<file path="config.mk">
export PLATFORM = sky130hd
export DESIGN_NAME = dac_spi_tx
export DESIGN_NICKNAME = d
export VERILOG_FILES = /design/src/rtl/dac_spi_pkg.sv /design/src/rtl/spi_half_bit_timer.sv /design/src/rtl/dac_spi_tx.sv
export SDC_FILE = /design/constraint.sdc
export NUM_CORES = 1
export LEC_CHECK = 0
export ABC_AREA = 1
export ABC_CLOCK_PERIOD_IN_PS = 2800
export BUFFER_PORTS_ARGS = -buffer_cell sky130_fd_sc_hd__buf_2
export CORE_MARGIN = 5
export CORE_UTILIZATION = 50
export DETAILED_ROUTE_END_ITERATION = 12
export PLACE_DENSITY = 0.7
export SYNTH_ARGS = -nofsm -noshare
export SYNTH_HDL_FRONTEND = slang
export SYNTH_SLANG_ARGS = --single-unit
</file>
<file path="constraint.sdc">
create_clock -name CLOCK -period 2.8 [get_ports CLOCK]
set_input_delay 0.28 -clock CLOCK [delete_from_list [all_inputs] [get_ports CLOCK]]
set_output_delay 0.28 -clock CLOCK [all_outputs]
set_load 0.005 [all_outputs]
</file>
<file path="src/rtl/dac_spi_pkg.sv">
// dac_spi_pkg: shared state type and default constants for dac_spi_tx.
// Optional power-down frame bits are enabled with DAC_SPI_PD_BITS_EN.
package dac_spi_pkg;

  typedef enum logic [1:0] {
    GAP   = 2'd0,
    IDLE  = 2'd1,
    SETUP = 2'd2,
    SHIFT = 2'd3
  } dac_state_e;

  localparam int DAC_FRAME_BITS = 16;
  localparam int DAC_DATA_WIDTH = 14;

  localparam logic [1:0] PD_NORMAL   = 2'b00;
  localparam logic [1:0] PD_1K_GND   = 2'b01;
  localparam logic [1:0] PD_100K_GND = 2'b10;
  localparam logic [1:0] PD_TRISTATE = 2'b11;

endpackage

</file>
<file path="src/rtl/spi_half_bit_timer.sv">
// spi_half_bit_timer: free-runs while EN is high and pulses TICK
// every CLKS_PER_HALF_BIT cycles; clears whenever EN drops.
module spi_half_bit_timer
  import dac_spi_pkg::*;
#(
  parameter int CLKS_PER_HALF_BIT = 8
) (
  input  logic CLOCK,
  input  logic RESET,
  input  logic EN,
  output logic TICK
);

  localparam int CW = $clog2(CLKS_PER_HALF_BIT);
  localparam logic [CW-1:0] LAST = CW'(CLKS_PER_HALF_BIT - 1);

  logic [CW-1:0] cnt;

  always_ff @(posedge CLOCK or posedge RESET) begin
    if (RESET) begin
      cnt <= '0;
    end else if (!EN || cnt == LAST) begin
      cnt <= '0;
    end else begin
      cnt <= cnt + 1'b1;
    end
  end

  assign TICK = EN && (cnt == LAST);

endmodule

</file>
<file path="src/rtl/dac_spi_tx.sv">
// dac_spi_tx: SPI master that serialises one DAC sample per handshake.
// Define DAC_SPI_PD_BITS_EN to add PD_MODE bits above the data.
module dac_spi_tx
  import dac_spi_pkg::*;
#(
  parameter int CLKS_PER_HALF_BIT = 8,
  parameter int DATA_WIDTH        = DAC_DATA_WIDTH,
  parameter int FRAME_BITS        = DAC_FRAME_BITS,
  parameter int CS_IDLE_CLKS      = 4
) (
  input  logic                  CLOCK,
  input  logic                  RESET,
  input  logic [DATA_WIDTH-1:0] DATA_IN,
  input  logic                  DV_IN,
`ifdef DAC_SPI_PD_BITS_EN
  input  logic [1:0]            PD_MODE,
`endif
  output logic                  READY,
  output logic                  SCLK,
  output logic                  MOSI,
  output logic                  CS,
  output logic                  DONE
);

  localparam int BW = $clog2(FRAME_BITS + 1);
  localparam int GW = $clog2(CS_IDLE_CLKS + 1);
  localparam logic [GW-1:0] GAP_LAST = GW'(CS_IDLE_CLKS - 1);
  localparam logic [BW-1:0] BIT_LAST = BW'(FRAME_BITS);

  localparam logic [1:0] S_GAP   = GAP;
  localparam logic [1:0] S_IDLE  = IDLE;
  localparam logic [1:0] S_SETUP = SETUP;
  localparam logic [1:0] S_SHIFT = SHIFT;

  if (CLKS_PER_HALF_BIT < 2 || CS_IDLE_CLKS < 1 ||
      FRAME_BITS < DATA_WIDTH) begin : g_prm_chk
    $error("dac_spi_tx: illegal parameter set");
  end

`ifdef DAC_SPI_PD_BITS_EN
  if (FRAME_BITS - DATA_WIDTH < 2) begin : g_pd_chk
    $error("dac_spi_tx: PD bits need two pad bits");
  end
`endif

  logic [1:0]            state;
  logic [GW-1:0]         gap_cnt;
  logic [BW-1:0]         bit_cnt;
  logic [FRAME_BITS-2:0] sreg;
  logic [FRAME_BITS-1:0] frame;
  logic                  tick;
  logic                  timer_en;

  always_comb begin
    frame = '0;
    frame[DATA_WIDTH-1:0] = DATA_IN;
`ifdef DAC_SPI_PD_BITS_EN
    frame[DATA_WIDTH +: 2] = PD_MODE;
`endif
  end

  assign timer_en = (state == S_SETUP) || (state == S_SHIFT);

  spi_half_bit_timer #(
    .CLKS_PER_HALF_BIT(CLKS_PER_HALF_BIT)
  ) u_timer (
    .CLOCK(CLOCK),
    .RESET(RESET),
    .EN   (timer_en),
    .TICK (tick)
  );

  // MOSI holds the current bit; sreg keeps only the bits still to send.
  always_ff @(posedge CLOCK or posedge RESET) begin
    if (RESET) begin
      state   <= S_GAP;
      gap_cnt <= '0;
      bit_cnt <= '0;
      sreg    <= '0;
      CS      <= 1'b1;
      SCLK    <= 1'b1;
      MOSI    <= 1'b0;
      READY   <= 1'b0;
      DONE    <= 1'b0;
    end else begin
      DONE <= 1'b0;
      unique case (1'b1)
        (state == S_GAP): begin
          if (gap_cnt == GAP_LAST) begin
            gap_cnt <= '0;
            READY   <= 1'b1;
            state   <= S_IDLE;
          end else begin
            gap_cnt <= gap_cnt + 1'b1;
          end
        end
        (state == S_IDLE): begin
          if (DV_IN) begin
            sreg  <= frame[FRAME_BITS-2:0];
            MOSI  <= frame[FRAME_BITS-1];
            CS    <= 1'b0;
            READY <= 1'b0;
            state <= S_SETUP;
          end
        end
        (state == S_SETUP): begin
          if (tick) begin
            SCLK    <= 1'b0;
            bit_cnt <= BW'(1);
            state   <= S_SHIFT;
          end
        end
        (state == S_SHIFT): begin
          if (tick) begin
            if (!SCLK) begin
              SCLK <= 1'b1;
              MOSI <= sreg[FRAME_BITS-2];
              sreg <= sreg << 1;
            end else if (bit_cnt == BIT_LAST) begin
              CS      <= 1'b1;
              MOSI    <= 1'b0;
              DONE    <= 1'b1;
              bit_cnt <= '0;
              state   <= S_GAP;
            end else begin
              SCLK    <= 1'b0;
              bit_cnt <= bit_cnt + 1'b1;
            end
          end
        end
        default: state <= S_GAP;
      endcase
    end
  end

endmodule

</file>
# ---- Word level (Yosys, flattened, before mapping)
# Index checks and enable logic that the tools add are counted.
dict set report classes {
  n_div 0
  mul 0
  reduce_logical 15
  n_lt_le_gt_ge 0
  bitwise 0
  add_sub_neg 3
  shift 0
  n_eq_ne 14
  muxes 37
}
# op count
set ops {}
lappend ops {{$mux W15} 3}
lappend ops {{$pmux W15 S2} 1}
lappend ops {{$mux W5} 4}
lappend ops {{$mux W1} 15}
lappend ops {{$mux W2} 6}
lappend ops {{$reduce_and A4 Y1} 3}
lappend ops {{$ne A2 B2 Y1 const B} 5}
lappend ops {{$pmux W5 S2} 1}
lappend ops {{$pmux W1 S2} 4}
lappend ops {{$pmux W2 S4} 1}
lappend ops {{$add A3 B1 Y3 const B} 2}
lappend ops {{$mux W3} 2}
lappend ops {{$reduce_and A3 Y1} 2}
lappend ops {{$reduce_and A6 Y1} 1}
lappend ops {{$reduce_bool A2 Y1} 3}
lappend ops {{$add A5 B1 Y5 const B} 1}
lappend ops {{$eq A5 B5 Y1 const B} 1}
lappend ops {{$reduce_and A5 Y1} 1}
lappend ops {{$eq A2 B2 Y1 const B} 2}
lappend ops {{$ne A2 B1 Y1 const B} 2}
lappend ops {{$eq A3 B2 Y1 const B} 1}
lappend ops {{$eq A3 B3 Y1 const B} 1}
lappend ops {{$ne A3 B2 Y1 const B} 1}
lappend ops {{$eq A2 B1 Y1 const B} 1}
lappend ops {{4 further kinds} 5}
dict set report word_totals {
  register_bits 33
  rom_bits 0
  latch_bits 0
  ram_bits 0
  memories 0
}

# ---- Longest topological paths before layout
dict set report depth {
  ltp_word 5
  mapped_depth 10
  depth_no_buf 9
}

# ---- By module
# From an unflattened synthesis, not the netlist that was laid out.
dict set report hier_totals {
  hier_cells 232
  area_unflattened_um2 1755.4
}
# mod n_inst area_each_um2 cells_per_inst seq_area_each_um2
set by_module_without_submodules {}
lappend by_module_without_submodules {dac_spi_tx 1 1615.3 217 753.2}
lappend by_module_without_submodules {spi_half_bit_timer 1 140.1 15 75.1}

# ---- Worst setup path before layout
# No wires, ideal clock.
dict set report synth_timing {
  kind {flip-flop to flip-flop}
  start {register u_timer.cnt[0]}
  end {register sreg[10]}
  setup_slack_ns 1.251
  period_less_slack_ns 1.549
  setup_time_ns 0.065
  stages_incl_launch_ff 11
  t_required_ns 2.735
  t_arrival_ns 1.485
  path_cell_list {dfrtp_1 -> ha_1 -> ha_1 -> inv_1 -> nand2_1 -> nand2_1 -> inv_1 -> o21ai_4 -> buf_6 -> nand2_1 -> nand2_1}
}
dict set report synth_via {
  elab_chain_cells 4
}
# element line
set synth_rtl {}
lappend synth_rtl {{from (decl)} spi_half_bit_timer.sv:17} ;# logic [CW-1:0] cnt;
lappend synth_rtl {{from (signal assigned)} spi_half_bit_timer.sv:25} ;# cnt <= cnt + 1'b1;
lappend synth_rtl {{$eq A3 B3 Y1} spi_half_bit_timer.sv:29} ;# assign TICK = EN && (cnt == LAST);
lappend synth_rtl {{$logic_and A1 B1 Y1} spi_half_bit_timer.sv:29}
lappend synth_rtl {{$ne A2 B2 Y1 (no source line)} -}
lappend synth_rtl {{$reduce_and A4 Y1 (no source line)} -}
lappend synth_rtl {{to (signal assigned)} dac_spi_tx.sv:99} ;# sreg <= frame[FRAME_BITS-2:0];
lappend synth_rtl {{to (signal assigned)} dac_spi_tx.sv:118} ;# sreg <= sreg << 1;
lappend synth_rtl {{to (decl)} dac_spi_tx.sv:49} ;# logic [FRAME_BITS-2:0] sreg;
# Every way passes these cells.
# A chain may end at the register's enable or synchronous reset.

# ---- Worst setup path in the final report
dict set report layout_timing {
  start {register u_timer.cnt[0]}
  end {register MOSI}
}
dict set report layout_via {
  elab_chain_cells 4
}
# element line
set layout_rtl {}
lappend layout_rtl {{$eq A3 B3 Y1} spi_half_bit_timer.sv:29}
lappend layout_rtl {{$logic_and A1 B1 Y1} spi_half_bit_timer.sv:29}
lappend layout_rtl {{$ne A2 B2 Y1 (no source line)} -}
lappend layout_rtl {{$reduce_and A4 Y1 (no source line)} -}
lappend layout_rtl {{to (signal assigned)} dac_spi_tx.sv:100} ;# MOSI <= frame[FRAME_BITS-1];
lappend layout_rtl {{to (signal assigned)} dac_spi_tx.sv:117} ;# MOSI <= sreg[FRAME_BITS-2];
lappend layout_rtl {{to (decl)} dac_spi_tx.sv:20} ;# output logic MOSI,
# Every way passes these cells.

==> impl_metrics.tcl <==
set metrics [dict create \
    pwr-share-clk 0.168 \
    ctsHoldBuffers 0 \
    crit_slowest_cell "dfrtp_1" \
    clkLatencyLatePin_ns 0.33 \
    maxCapViolCount 0 \
    p_int_w 0.00106 \
    drive_above_1_share 0.163 \
    synth_top_cell_by_area "dfrtp_1" \
    regArea_sq_um 828 \
    htree_num_levels 2 \
    cp_cell_sequence "ha_1, ha_1, inv_1, nand2_1, nand2_1, inv_1, o21ai_4, nand3_1, nand2_1" \
    numCtsBuffers 5 \
    period_share 0.611 \
    cts.sinks 33 \
    fin_tns_setup_ns 0 \
    totalWireLength_microns 3140 \
    insertedDiodeCount 0 \
    clock_skew_ns 0.00596 \
    power_frac_comb 0.421 \
    seq_power_share 0.411 \
    m1WireLength_microns 1540 \
    crit_top_cell "nand2_1" \
    ir_drop_mv 0.541 \
    multiInputGateArea_sq_um 793 \
    ctsResizeCount 0 \
    drc 0 \
    antenna_found_initial 0 \
    dr.pass1.iters 4 \
    syn_avg_cell_area_sq_um 7.67 \
    root_buffer "clkbuf_4" \
    min_period_ns 1.71 \
    setup_violations 0 \
    die_w_microns 68.9 \
    overflow 0 \
    die_area_sq_um 4740 \
    fillers 338 \
    hold_violations 0 \
    p_per_area_nw_per_um2 923 \
    switching_share 0.413 \
    cp.required_ns 3.08 \
    ios 22 \
    syn_nets 252 \
    drtAntennaViolNets 0 \
    path_max_fanout 18 \
    final_cell_area_sq_um 1950 \
    grt_pass1_wl_microns 5490 \
    relSlewSlack 0.701 \
    seq_area_frac_synth 0.478 \
    cp_data_arrival_time_ns 1.99 \
    r2r_end "MOSI$_DFFE_PP0P_" \
    nets 277 \
    ys_top_cells_by_area "dfrtp_1 45%, nand2_1 25%, ha_1 6.5%" \
    grt_pass1_vias 1318 \
    p_leak_nw 1.09 \
    grt_max_degree 34 \
    netlist.area_leader.share 0.448 \
    power.switching_w 0.000742 \
    synthesis.instances 226 \
    ys_seq_elements 33 \
    wl_met3_microns 146 \
    cpPeakStageDelay_ns 0.39 \
    chipHeight_microns 68.9 \
    layout_common_cells "115 x nand2_1, 31 x dfrtp_1, 21 x buf_2" \
    track_usage 0.159 \
    fmax_ghz 0.584 \
    numPortBuffers 21 \
    r2r_start "u_timer.cnt[0]$_DFF_PP0_" \
    initial_core_util 0.519 \
    post-cts-setup-buffer-count 0 \
    dr_wl_met2_microns 1400 \
    hpwl_microns 2240 \
    reg2reg_slack_ns 1.09 \
    r2r_cells 9 \
    highest_layer "met4" \
    clock_path_buffers 2 \
    rsz0062_at_grt "false" \
    fp-row-count 21 \
    syn-cell-area_sq_um 1730 \
    area_growth_pct 12.4 \
    hp-class "input port to async pin" \
    via_count 1361 \
    layout_commonest_cell "nand2_1" \
    yosys.cell_types.count 24 \
    crit_type "flip-flop to flip-flop" \
    worst_pin_slew_ns 0.446 \
    slew_violations 0 \
    ys_warn_count 0 \
    cts.clk_slew.worst_paths_ns 0.10 \
    status "completed" \
    core_sq_um 3340 \
    cts_tree "yes" \
    vias_per_cell 4.57 \
    cp-start-kind "flip-flop" \
    end_kind "flip-flop" \
    wl_per_cell_microns 10.5 \
    drt_iter0_drc 97 \
    place.gp.congestion 0.852 \
    placed_area_sq_um 1880 \
]
worst max-delay path, delay by kind of cell, from the launching register on:
| kind | cells | cell delay, ns |
|---|---|---|
| buffers and inverters | 2 | 0.26 |
| AND/OR/NAND/NOR | 4 | 0.41 |
| flip-flops | 1 | 0.39 |
| AO/OA/AOI/OAI | 1 | 0.19 |
| adder cells (fa/ha/maj) | 2 | 0.41 |
metrics by stage:
stage / power [W] / hold slack, ns / cells / utilization / worst slack, ns
final: 0.00180 / 0.0102 / 298 / 0.584 / 1.09
after global routing: 0.00200 / 0.0260 / 298 / 0.584 / 0.883
after CTS: 0.00182 / 0.00661 / 298 / 0.584 / 1.06
after detailed placement: 0.00152 / 0.386 / 290 / 0.563 / 1.06
after global placement: 0.00150 / 0.387 / 290 / 0.563 / 1.09
after floorplan: 0.00138 / 0.407 / 226 / - / 1.25
metal layers:
layer | track usage | vias to the layer above
li1 | - | 742
met3 | 0.0583 | 5
met4 | 0.0657 | 0
met5 | 0 | -
met1 | 0.201 | 592
met2 | 0.246 | 22
synth_stat cells (all sizes together):
library cell    n
inv            21
dfstp           2
xor2            2
ha              9
clkbuf          1
nand3          10
nor4            1
nor2           14
o21ai          10
buf             4
o21bai          1
xnor2           1
dfrtp          31
nand2         116
nor3            1
a21oi           2
flip-flops by register name (all words and copies together) (netlist names):
| name | count |
|---|---|
| gap_cnt | 3 |
| READY | 1 |
| state | 2 |
| sreg | 15 |
| u_timer.cnt | 3 |
| SCLK | 1 |
| bit_cnt | 5 |
| DONE | 1 |
| CS | 1 |
| MOSI | 1 |
area by class of cell:
cell class | count | share of cell area
flip-flops and latches | 33 | 0.425
multi-input cells | 167 | 0.407
repair buffers | 23 | 0.0617
inverters | 21 | 0.0405
clock buffers | 7 | 0.0334
well taps | 46 | 0.0295
clock inverters | 1 | 0.00257
cell families (layout without fill, tap and decap cells):
logic type | count (synthesis) | in the layout | synth area share
xor+xnor | 3 | 3 | 0.0152
flops | 33 | 33 | 0.478
fa+ha+maj | 9 | 9 | 0.0650
buf+inv | 26 | 52 | 0.0643
compound gates | 13 | 13 | 0.0520
simple gates | 142 | 142 | 0.326
power by group through the flow:
stage                     Combinational [W]  Clock [W]  Sequential [W]
after floorplan                    0.000647          0        0.000728
after global placement             0.000753          0        0.000745
after detailed placement           0.000770          0        0.000746
after CTS                          0.000770   0.000316        0.000739
after global routing               0.000901   0.000342        0.000758
final                              0.000758   0.000302        0.000739
how the worst max path moves through the flow:
stage	startpoint	end	slack, ns
6_report	u_timer.cnt[0]$_DFF_PP0_	MOSI$_DFFE_PP0P_	1.09
5_1_grt	u_timer.cnt[0]$_DFF_PP0_	MOSI$_DFFE_PP0P_	0.88
4_1_cts	u_timer.cnt[0]$_DFF_PP0_	sreg[0]$_DFFE_PP0P_	1.06
3_5_place_dp	u_timer.cnt[0]$_DFF_PP0_	sreg[0]$_DFFE_PP0P_	1.06
3_3_place_gp	u_timer.cnt[0]$_DFF_PP0_	sreg[14]$_DFFE_PP0P_	1.09
2_1_floorplan	u_timer.cnt[0]$_DFF_PP0_	sreg[10]$_DFFE_PP0P_	1.25
Power figures use the tool's default switching activity.
